<file path="config.mk">
export PLATFORM = sky130hd
export DESIGN_NAME = mux2x1_rr_sched
export DESIGN_NICKNAME = d
export VERILOG_FILES = /design/src/rtl/mux2x1_rr_sched.sv
export SDC_FILE = /design/constraint.sdc
export NUM_CORES = 1
export LEC_CHECK = 0
export CORE_MARGIN = 4
export CORE_UTILIZATION = 43
export CTS_CLUSTER_SIZE = 30
export DETAILED_ROUTE_END_ITERATION = 10
export GPL_ROUTABILITY_DRIVEN = 0
export GPL_TIMING_DRIVEN = 0
export PLACE_DENSITY = 0.82
export SLEW_MARGIN = 15
export SYNTH_ARGS = -nofsm -noshare
export SYNTH_HDL_FRONTEND = slang
export SYNTH_SLANG_ARGS = --single-unit
export TNS_END_PERCENT = 50
</file>
<file path="constraint.sdc">
create_clock -name clk -period 3.8 [get_ports clk]
set_input_delay 0.76 -clock clk [delete_from_list [all_inputs] [get_ports clk]]
set_output_delay 0.76 -clock clk [all_outputs]
set_load 0.02 [all_outputs]
</file>
<file path="src/rtl/mux2x1_rr_sched.sv">
// rtl/mux2x1_rr_sched.sv - two-queue round-robin merge scheduler with burst limit
// Pops at most one input queue per cycle and registers the chosen word with its source tag.
module mux2x1_rr_sched #(
   parameter int BW    = 8,
   parameter int BURST = 4,
   parameter int CNT_W = 3
) (
   input  logic          clk,
   input  logic          reset,
   input  logic          empty0,
   input  logic          empty1,
   input  logic [BW-1:0] data0,
   input  logic [BW-1:0] data1,
   input  logic          almost_full_out,
   output logic          pop0,
   output logic          pop1,
   output logic [BW-1:0] data_out,
   output logic          valid_out,
   output logic          selector,
   output logic          busy
);

   localparam logic [1:0]       IDLE    = 2'd0;
   localparam logic [1:0]       SERVE0  = 2'd1;
   localparam logic [1:0]       SERVE1  = 2'd2;
   localparam logic [CNT_W-1:0] CNT_MAX = CNT_W'(BURST - 1);

   logic [1:0]       state;
   logic [1:0]       gnt_state;
   logic [CNT_W-1:0] cnt;
   logic             last;
   logic             req0;
   logic             req1;
   logic             gnt_vld;
   logic             gnt;

   assign req0 = ~empty0 & ~almost_full_out;
   assign req1 = ~empty1 & ~almost_full_out;

   // Under contention the serving port keeps the grant until its burst count is spent.
   always_comb begin
      gnt_vld = req0 | req1;
      gnt     = req1;
      if (req0 && req1) begin
         case (state)
            SERVE0:  gnt = (cnt == CNT_MAX);
            SERVE1:  gnt = (cnt != CNT_MAX);
            default: gnt = ~last;
         endcase
      end
      gnt_state = gnt ? SERVE1 : SERVE0;
   end

   assign pop0 = gnt_vld & ~gnt & ~reset;
   assign pop1 = gnt_vld &  gnt & ~reset;
   assign busy = (state != IDLE);

   always_ff @(posedge clk or posedge reset) begin
      if (reset) begin
         state     <= IDLE;
         cnt       <= '0;
         last      <= 1'b1;
         data_out  <= '0;
         valid_out <= 1'b0;
         selector  <= 1'b0;
      end else if (gnt_vld) begin
         state     <= gnt_state;
         last      <= gnt;
         data_out  <= gnt ? data1 : data0;
         selector  <= gnt;
         valid_out <= 1'b1;
         if (state == gnt_state)
            cnt <= (cnt == CNT_MAX) ? CNT_MAX : cnt + 1'b1;
         else
            cnt <= '0;
      end else begin
         valid_out <= 1'b0;
         // Back-pressure freezes state and count so a paused burst resumes where it left off.
         if (!almost_full_out) begin
            state <= IDLE;
            cnt   <= '0;
         end
      end
   end

endmodule

</file>
==> metrics.md <==
| Metric | Value |
|---|---|
| Post-DP Area | `1140 um2` |
| Core Util, Final | `between 60% and 70%` |
| Pre-CTS setup slack | `0.360 ns` |
| # DRC | `0` |
| Die Ht | `50.6 um` |
| Synth Register Bits | `16` |
| Hold Path Depth | `1` |
| Reg2reg path depth | `8` |
| Total Wirelength | `1850 um` |
| Post-DP HPWL | `1440 um` |
| Critical-path cell list | `clkdlybuf4s50_1 > a211oi_2 > buf_2 > and2_1 > clkdlybuf4s50_1` |
| Fin. Hold Viols | `0` |
| Hold_sp | `cnt[1]` |
| I/O pin total | `34` |
| Run status | `finished clean` |
| Initial core utilization | `45.1%` |
| Placed cells | `130` |
| Final WS setup | `0.352 ns` |
| Cell repeated most along the worst path | `clkdlybuf4s50_1` |
| Synthesized instance count | `72` |
| Number of diodes | `0` |
| Setup Viol. Count Final | `0` |
| Most frequent cells in the layout | `clkdlybuf4s50_1, dfrtp_1, nor2_1, nand2_1, a21o_1` |
| Post-Syn Area per Cell | `10.8 um2` |
| Layout area overhead | `51.0%` |
| Cell variety after synth | `22` |
| WP data required | `3.04 ns` |
| Post-synthesis sequential area ratio | `51.5%` |
| Initial antenna violation count | `0` |
| Crit end category | `output port` |
| Die area | `2560 um2` |
| Clock Latency Late Sink | `0.29 ns` |
| Hold crit path type | `register to register` |
| Syn. warnings | `0` |
| Global-route wire length before repair | `3040 um` |
| Fmax | `around 290 MHz` |
| Tightest Pin Transition | `0.623 ns` |
| Layout cell share with drive strength beyond 1 | `slightly above 8%` |
| Pwr Density | `402 nW/um2` |
| Port Buffers | `33` |
| Post_cts resized | `0` |
| DRT iter0 DRCs | `6` |
| Post-detailed-route via-to-cell ratio | `5.10` |
| Setup CP Type | `input pin to output port` |
| Slew HR | `58.4%` |
| Setup TNS | `0 ns` |
| Largest net degree at the start of global routing | `18` |
| Overflow after GRT | `0` |
| Critical path depth | `5` |
| Post-layout minimum cycle time | `3.45 ns` |
| CTS Root Cell | `clkbuf_4` |
| Core Area | `1730 um2` |
| Num rows | `15` |
| Vias in the first global route | `651` |
| Initial DRT Pass Iterations | `4` |
| Top delay family on crit path | `buffers and inverters` |
| GRT Overall Usage | `16.1%` |
| Crit Path Max Fanout | `10` |
| Max Slew Vio Count | `0` |
| Clock Sinks | `16` |
| Clk slew on worst S/H paths | `0.08 ns` |
| CP max-delay cell | `clkdlybuf4s50_1` |
| R2r startpoint | `state[0]` |
| CTS Buf Count | `3` |
| Wirelength per Cell | `13.8 um` |
| Synthesized area | `779 um2` |
| H-tree levels | `1` |
| Postcts setup bufs | `0` |
| Max-cap violations | `0` |
| Post-route cell area | `1180 um2` |
| NumNets Final | `135` |
| Buf/Inv on CP | `3` |
| Die Wd | `50.6 um` |
| Detail Route Antenna Nets | `0` |
| Crit share post-route | `90.7%` |
| Hold-fix buffers, CTS | `0` |
| LEAKAGE | `0.568 nW` |
| Via count | `683` |
| Clock buffer depth | `2` |
| Critical path arrival | `around 2.7 ns` |
| Worst setup path start | `almost_full_out` |
| Peak VDD IR | `295 uV` |
| Mapped Nets | `just under 100` |
| Clock skew | `0.00512 ns` |
| Commonest non-fill, non-tap cell in the layout | `clkdlybuf4s50_1` |
| Final Non-Filler Cells | `134` |
| Startpoint Class | `input pin` |
| TritonCTS clock tree | `yes` |
| RSZ-0062 raised after global routing | `no` |
| Max incr delay on CP | `0.62 ns` |
through the flow:
step	power [mW]	hold slack, ns
after floorplan	0.290	0.470
after global placement	0.361	0.463
after detailed placement	0.366	0.486
after CTS	0.481	0.506
after global routing	0.501	0.534
final	0.474	0.507
worst paths after layout:
path	end	slack (ns)
worst max register to register	data_out[1]	1.88
worst min-delay path	cnt[1]	0.51
min in group asynchronous	data_out[6]	0.89
worst min register to register	cnt[1]	0.51
max in group asynchronous	cnt[2]	2.51
worst max-delay path	pop1	0.35
worst register-to-register path, delay by kind of cell, from the launching register on:
family	cells	cell delay, ns
and+or+nand+nor	3	0.22
buffers and inverters	2	0.32
DFF	1	0.40
adders and majority gates	1	0.29
AOI/OAI and AO/OA	2	0.58
sequential cells by signal, summed over array words and instances (netlist names):
| register | flops |
|---|---|
| data_out | 8 |
| cnt | 3 |
| state | 2 |
| last | 1 |
| selector | 1 |
| valid_out | 1 |
Yosys cell counts (all sizes together):
| master | number | area share [%] |
|---|---|---|
| nor2b | 1 | 0.80 |
| a221o | 6 | 7.7 |
| a32o | 2 | 2.6 |
| clkinv | 1 | 0.48 |
| a21oi | 1 | 0.64 |
| nand2b | 2 | 1.9 |
| a22o | 3 | 3.4 |
| nand2 | 8 | 3.9 |
| nor3 | 1 | 0.64 |
| buf | 2 | 1.6 |
| inv | 4 | 1.9 |
| a21o | 7 | 6.7 |
| nor2 | 9 | 4.3 |
| mux2i | 2 | 2.6 |
| clkbuf | 1 | 0.48 |
| dfrtp | 15 | 48 |
| and2 | 1 | 0.80 |
| ha | 4 | 6.4 |
| a211oi | 1 | 1.6 |
| dfstp | 1 | 3.4 |
where the power goes:
part	switching [mW]	internal (mW)	total, mW
logic	0.0708	0.0811	0.152
registers	0.0151	0.195	0.210
clock network	0.0534	0.0585	0.112
metal layers:
metal	vias to the layer above	global-route usage (%)	routed length [um]
li1	332	-	-
met1	333	20.1	760
met2	13	25.2	965
met3	5	5.64	83
met4	0	6.73	37
met5	-	0	0
cell type report:
| type | instances | area [um2] |
|---|---|---|
| plain buffers | 3 | 16.3 |
| clock buffers | 4 | 36.3 |
| fillers | 151 | 549 |
| inverters | 5 | 18.8 |
| multi-input cells | 48 | 343 |
| flip-flops and latches | 16 | 402 |
| well taps | 25 | 31.3 |
| repair buffers | 33 | 330 |
cell families (layout without fill, tap and decap cells):
kind of cell    Yosys count  in the layout  share of synthesized area (%)
fa+ha+maj                 4              4                           6.42
buf+inv                   8             45                           4.49
flops                    16             16                           51.5
compound gates           20             20                           22.6
simple gates             22             22                           12.4
mux                       2              2                           2.57
Note: power is estimated with default switching activity, not from simulation.
